<file path="config.mk">
export PLATFORM = sky130hd
export DESIGN_NAME = m_ram_param
export DESIGN_NICKNAME = d
export VERILOG_FILES = /design/src/rtl/m_ram_param.sv
export SDC_FILE = /design/constraint.sdc
export NUM_CORES = 1
export LEC_CHECK = 0
export CORE_MARGIN = 1.5
export CORE_UTILIZATION = 62
export DETAILED_ROUTE_END_ITERATION = 10
export PLACE_DENSITY = 0.81
export SYNTH_ARGS = -nofsm -noshare
export SYNTH_HDL_FRONTEND = slang
export SYNTH_HIERARCHICAL = 1
export SYNTH_SLANG_ARGS = --single-unit
</file>
<file path="constraint.sdc">
create_clock -name clk -period 3.05 [get_ports clk]
set_input_delay 0.7625 -clock clk [delete_from_list [all_inputs] [get_ports clk]]
set_output_delay 0.7625 -clock clk [all_outputs]
set_load 0.01 [all_outputs]
</file>
<file path="src/rtl/m_ram_param.sv">
// Parametrised single-clock RAM written from debounced push buttons.
// It has a registered read port, an optional auto-increment pointer and a one-shot clear sweep.

module m_ram_param_btn (
    input  logic clk,
    input  logic rst_n,
    input  logic tick,
    input  logic raw,
    output logic pulse
);
    logic [1:0] sync;
    logic       deb;
    logic       deb_q;

    // deb only moves on prescaler ticks, so bounces shorter than a tick period are ignored
    always_ff @(posedge clk or negedge rst_n) begin
        if (!rst_n) begin
            sync  <= '0;
            deb   <= 1'b0;
            deb_q <= 1'b0;
        end else begin
            sync  <= {sync[0], raw};
            if (tick)
                deb <= sync[1];
            deb_q <= deb;
        end
    end

    assign pulse = deb & ~deb_q;
endmodule

module m_ram_param #(
    parameter int DW      = 4,
    parameter int AW      = 6,
    parameter int DB_BITS = 16
) (
    input  logic          clk,
    input  logic          rst_n,
    input  logic [AW-1:0] adr_in,
    input  logic [DW-1:0] wdata,
    input  logic          mode,
    input  logic          we_btn,
    input  logic          inc_btn,
    input  logic          clr_btn,
    output logic [DW-1:0] rdata,
    output logic [AW-1:0] cur_adr,
    output logic          busy,
    output logic          wr_pulse
);
    typedef enum logic {S_IDLE, S_CLEAR} state_t;

    localparam int NUM_BTN = 3;

    state_t               state;
    logic [DB_BITS-1:0]   presc;
    logic                 tick;
    logic [NUM_BTN-1:0]   raw_btn;
    logic [NUM_BTN-1:0]   pulse_btn;
    logic [AW-1:0]        ptr;
    logic [AW-1:0]        idx;
    logic [DW-1:0]        mem [0:(1<<AW)-1];
    logic                 we_p, inc_p, clr_p;
    logic                 wr_go, inc_go, clr_go;

    always_ff @(posedge clk or negedge rst_n) begin
        if (!rst_n)
            presc <= '0;
        else
            presc <= presc + 1'b1;
    end

    assign tick    = &presc;
    assign raw_btn = {clr_btn, inc_btn, we_btn};

    for (genvar g = 0; g < NUM_BTN; g++) begin : g_btn
        m_ram_param_btn u_btn (
            .clk   (clk),
            .rst_n (rst_n),
            .tick  (tick),
            .raw   (raw_btn[g]),
            .pulse (pulse_btn[g])
        );
    end

    assign {clr_p, inc_p, we_p} = pulse_btn;

    assign cur_adr = mode ? ptr : adr_in;

    // Clear wins over write/inc in the same cycle; a write plus an inc advances the pointer only once
    assign clr_go   = (state == S_IDLE) & clr_p;
    assign wr_go    = (state == S_IDLE) & we_p & ~clr_p;
    assign inc_go   = (state == S_IDLE) & ~clr_p & (inc_p | (we_p & mode));
    assign wr_pulse = wr_go;

    always_ff @(posedge clk or negedge rst_n) begin
        if (!rst_n) begin
            state <= S_IDLE;
            ptr   <= '0;
            idx   <= '0;
            busy  <= 1'b0;
            rdata <= '0;
        end else begin
            rdata <= mem[cur_adr];
            case (state)
                S_IDLE: begin
                    if (clr_go) begin
                        state <= S_CLEAR;
                        idx   <= '0;
                        busy  <= 1'b1;
                    end else if (inc_go) begin
                        ptr <= ptr + 1'b1;
                    end
                end
                S_CLEAR: begin
                    idx <= idx + 1'b1;
                    if (&idx) begin
                        state <= S_IDLE;
                        ptr   <= '0;
                        busy  <= 1'b0;
                    end
                end
                default: state <= S_IDLE;
            endcase
        end
    end

    // Storage has no reset; an aborted sweep leaves the uncleared words intact
    always_ff @(posedge clk) begin
        if (state == S_CLEAR)
            mem[idx] <= '0;
        else if (wr_go)
            mem[cur_adr] <= wdata;
    end
endmodule

</file>
==> results.ini <==
[outcome]
status = complete, no violations

[setup_path]
critPathSlowestCell = clkdlybuf4s50_1
start_kind = input pin
endpoint_kind = primary output
cpPeakStageDelay_ns = 0.54
worstPathArrival_ns = 2.23
cp_data_required_time_ns = 2.29
crit_cells = 5
cp_max_fo = 4
crit_family = buffers and inverters
worst_path_most_repeated_cell = clkdlybuf4s50_1
path_buf_inv = 3
critPathKind = in -> out
crit_chain = clkdlybuf4s50_1, nor2b_4, nor2_2, inv_2, clkdlybuf4s50_1
reg2regPathDepth = 8

[clock_tree]
htreeDepth = 1
clkLatencyLatePin_ns = 0.57
post_cts_buffers = 0
cts_tree = built
path_clk_slew_ns = 0.07
cts_sinks = 302
clockRootBuffer = clkbuf_16
cts_buffer_depth = 3
cts_made_buffers = 29

[cells_and_area]
num_antenna_cells = 0
drive_gt1_share_pct = 15.0
final_nets = 1446
multi_input_area_um2 = 4960
layout.area.seq_um2 = 8840
area_delta_synth_final_pct = 18.1
fillCellCount = 1435

[power_and_ir_drop]
total_power_uw = 8850
powerDensity_nw_per_um2 = 522
leakagePower_uw = 0.00579
peakVddDrop_uv = 521

[die]
ioPinCount = 28
die_w_um = 155
row_count = 55
initial_core_util_pct = 63.3
dieArea_um2 = 24100
die_y_um = 155
core_area_um2 = 22700

[timing]
drv_slew = 0
layout_setup_ws_ns = 0.0598
whs_ns = 0.299
finalSetupTns_ns = 0
slew_headroom_pct = 60.3
clock.fmax_mhz = 334
rsz0062_at_grt = false
post-route-period-util_pct = 98.0
finalHoldViolations = 0
finalSetupViolCount = 0
worst_pin_slew_ns = 0.595
fin_skew_ns = 0.0128
period_minus_slack_ns = 2.99

[synthesis]
synthSimpleGateAreaFrac_pct = 16.4
synth_compound_area_share_pct = 15.8
ys.flop_type = edfxtp_1
yosysMostFrequentCell = edfxtp_1
yosys.area_share.xor_xnor_pct = 1.22
synth_edf_count = 256
yosys.area_share.adder_pct = 0.261
seq_area_frac_synth_pct = 61.5
synthCells = 1296
yosysUniqueCellTypes = 50
synth_commonest_cells = edfxtp_1 (256), nand2b_1 (146), o21ai_0 (118)
yosysTopAreaCell = edfxtp_1
ys_warn_count = 6
synth_area_um2 = 14400
synth_top_family_by_area = simple AND/OR/NAND/NOR gates
async_flop_share_pct = 15.2
synth_mux_area_share_pct = 0.531
synth_top_area_share_pct = 53.5
synth.avg_cell_area_um2 = 11.1
synthTopCellsByArea = edfxtp_1 (54%), dfrtp_1 (8.0%), nand2b_1 (6.4%)
synth-seq-cells = 302
syn_nets = 1315

[placed_design]
dp_slack_ns = -0.212
gp_congestion = 0.876
hpwl_um = 23700
numPortBuffers = 27

[global_route]
grt_pass1_vias = 11156
gr-usage-all-layers_pct = 32.1
grt_antenna_before_repair = 0
grt_pass1_wl_um = 59200
grt_start_max_net_pins = 105
grt_overflow = 0

[detailed_routing]
drt_pre_antenna_iters = 8
wl_per_cell_um = 22.0
drtIter0Drc = 1159
drc = 0
viasPerCell = 6.43
num_vias = 11141
wl_um = 38100
ant_nets = 0

[min_path]
hp-class = in -> async

[flow_run]
maxCapViolCount = 0

[sequential cells by signal, indices dropped and copies added (netlist names), 3 cells and up]
| name | cells |
|---|---|
| g_btn.u_btn/deb | 3 |
| g_btn.u_btn/deb_q | 3 |
| g_btn.u_btn/sync | 6 |
| idx | 6 |
| mem | 256 |
| presc | 16 |
| ptr | 6 |
| rdata | 4 |
[kinds of logic after synthesis]
group / after synthesis
AO/OA/AOI/OAI: 386
XOR/XNOR: 20
adder cells (fa/ha/maj): 3
buffers and inverters: 142
flip-flops: 302
multiplexers: 6
AND/OR/NAND/NOR: 437
[stage by stage]
| stage | instance area (um2) | util (%) | instances |
|---|---|---|---|
| 4_1_cts | 17000 | 74.7 | 1734 |
| 3_3_place_gp | 15900 | 70.0 | 1681 |
| 6_report | 17000 | 74.7 | 1734 |
| 3_5_place_dp | 15900 | 70.0 | 1681 |
| 2_1_floorplan | 14400 | - | 1296 |
| 5_1_grt | 17000 | 74.7 | 1734 |
[path summary, 6_finish.rpt]
path                                              from                      to  slack [ns]
worst max-delay path                         adr_in[1]              cur_adr[1]        0.06
worst min register to register  g_btn[2].u_btn/sync[0]  g_btn[2].u_btn/sync[1]        0.36
worst max register to register                  ptr[0]                rdata[2]        0.48
min in group clk                g_btn[2].u_btn/sync[0]  g_btn[2].u_btn/sync[1]        0.36
worst min-delay path                             rst_n      g_btn[0].u_btn/deb        0.30
max in group asynchronous                        rst_n                  ptr[0]        2.33
[layout make-up]
type,instances,area share [%]
sequential,302,52.1
multi-input combinational,852,29.2
timing repair buffer,172,8.85
clock inverter,21,1.69
tap,285,2.10
inverter,70,1.55
clock buffer,32,4.46
[per-layer routing]
| layer | wire length (um) | track usage, % |
|---|---|---|
| met1 | 14300 | 42.7 |
| met4 | 1580 | 14.6 |
| met3 | 3640 | 4.60 |
| met5 | 0 | 0 |
| met2 | 18500 | 52.9 |
[report_power, final]
part	switching (uW)	internal [uW]	total (uW)	leakage (uW)
Sequential	5.55	4430	4430	0.00243
Clock	1570	2370	3950	0.000507
Combinational	274	195	469	0.00286
Total	1850	7000	8850	0.00579
[what timing repair did]
item                       in CTS  in global routing
gates resized for setup         7                  1
hold buffers                    0                  0
setup endpoints to repair       7                  1
[layout by cell type (no fill, tap or decap), types with 5 or more instances in the layout]
cell,instances
nand2_1,36
and2_1,47
or4_1,8
buf_4,132
o22ai_1,61
edfxtp_1,256
xnor2_1,15
clkinv_2,6
nor2_1,104
clkinv_1,5
xor2_1,5
nand2b_1,146
dfrtp_1,45
nor2b_1,5
o31ai_1,7
a22oi_1,73
clkbuf_16,29
a21oi_1,73
nor3_1,27
o21ai_0,118
inv_1,67
and2_0,10
bufinv_16,7
buf_12,12
clkdlybuf4s50_1,24
nand4_1,10
and3_1,11
o21ai_1,35
nand3_1,15
Power figures use the tool's default switching activity.
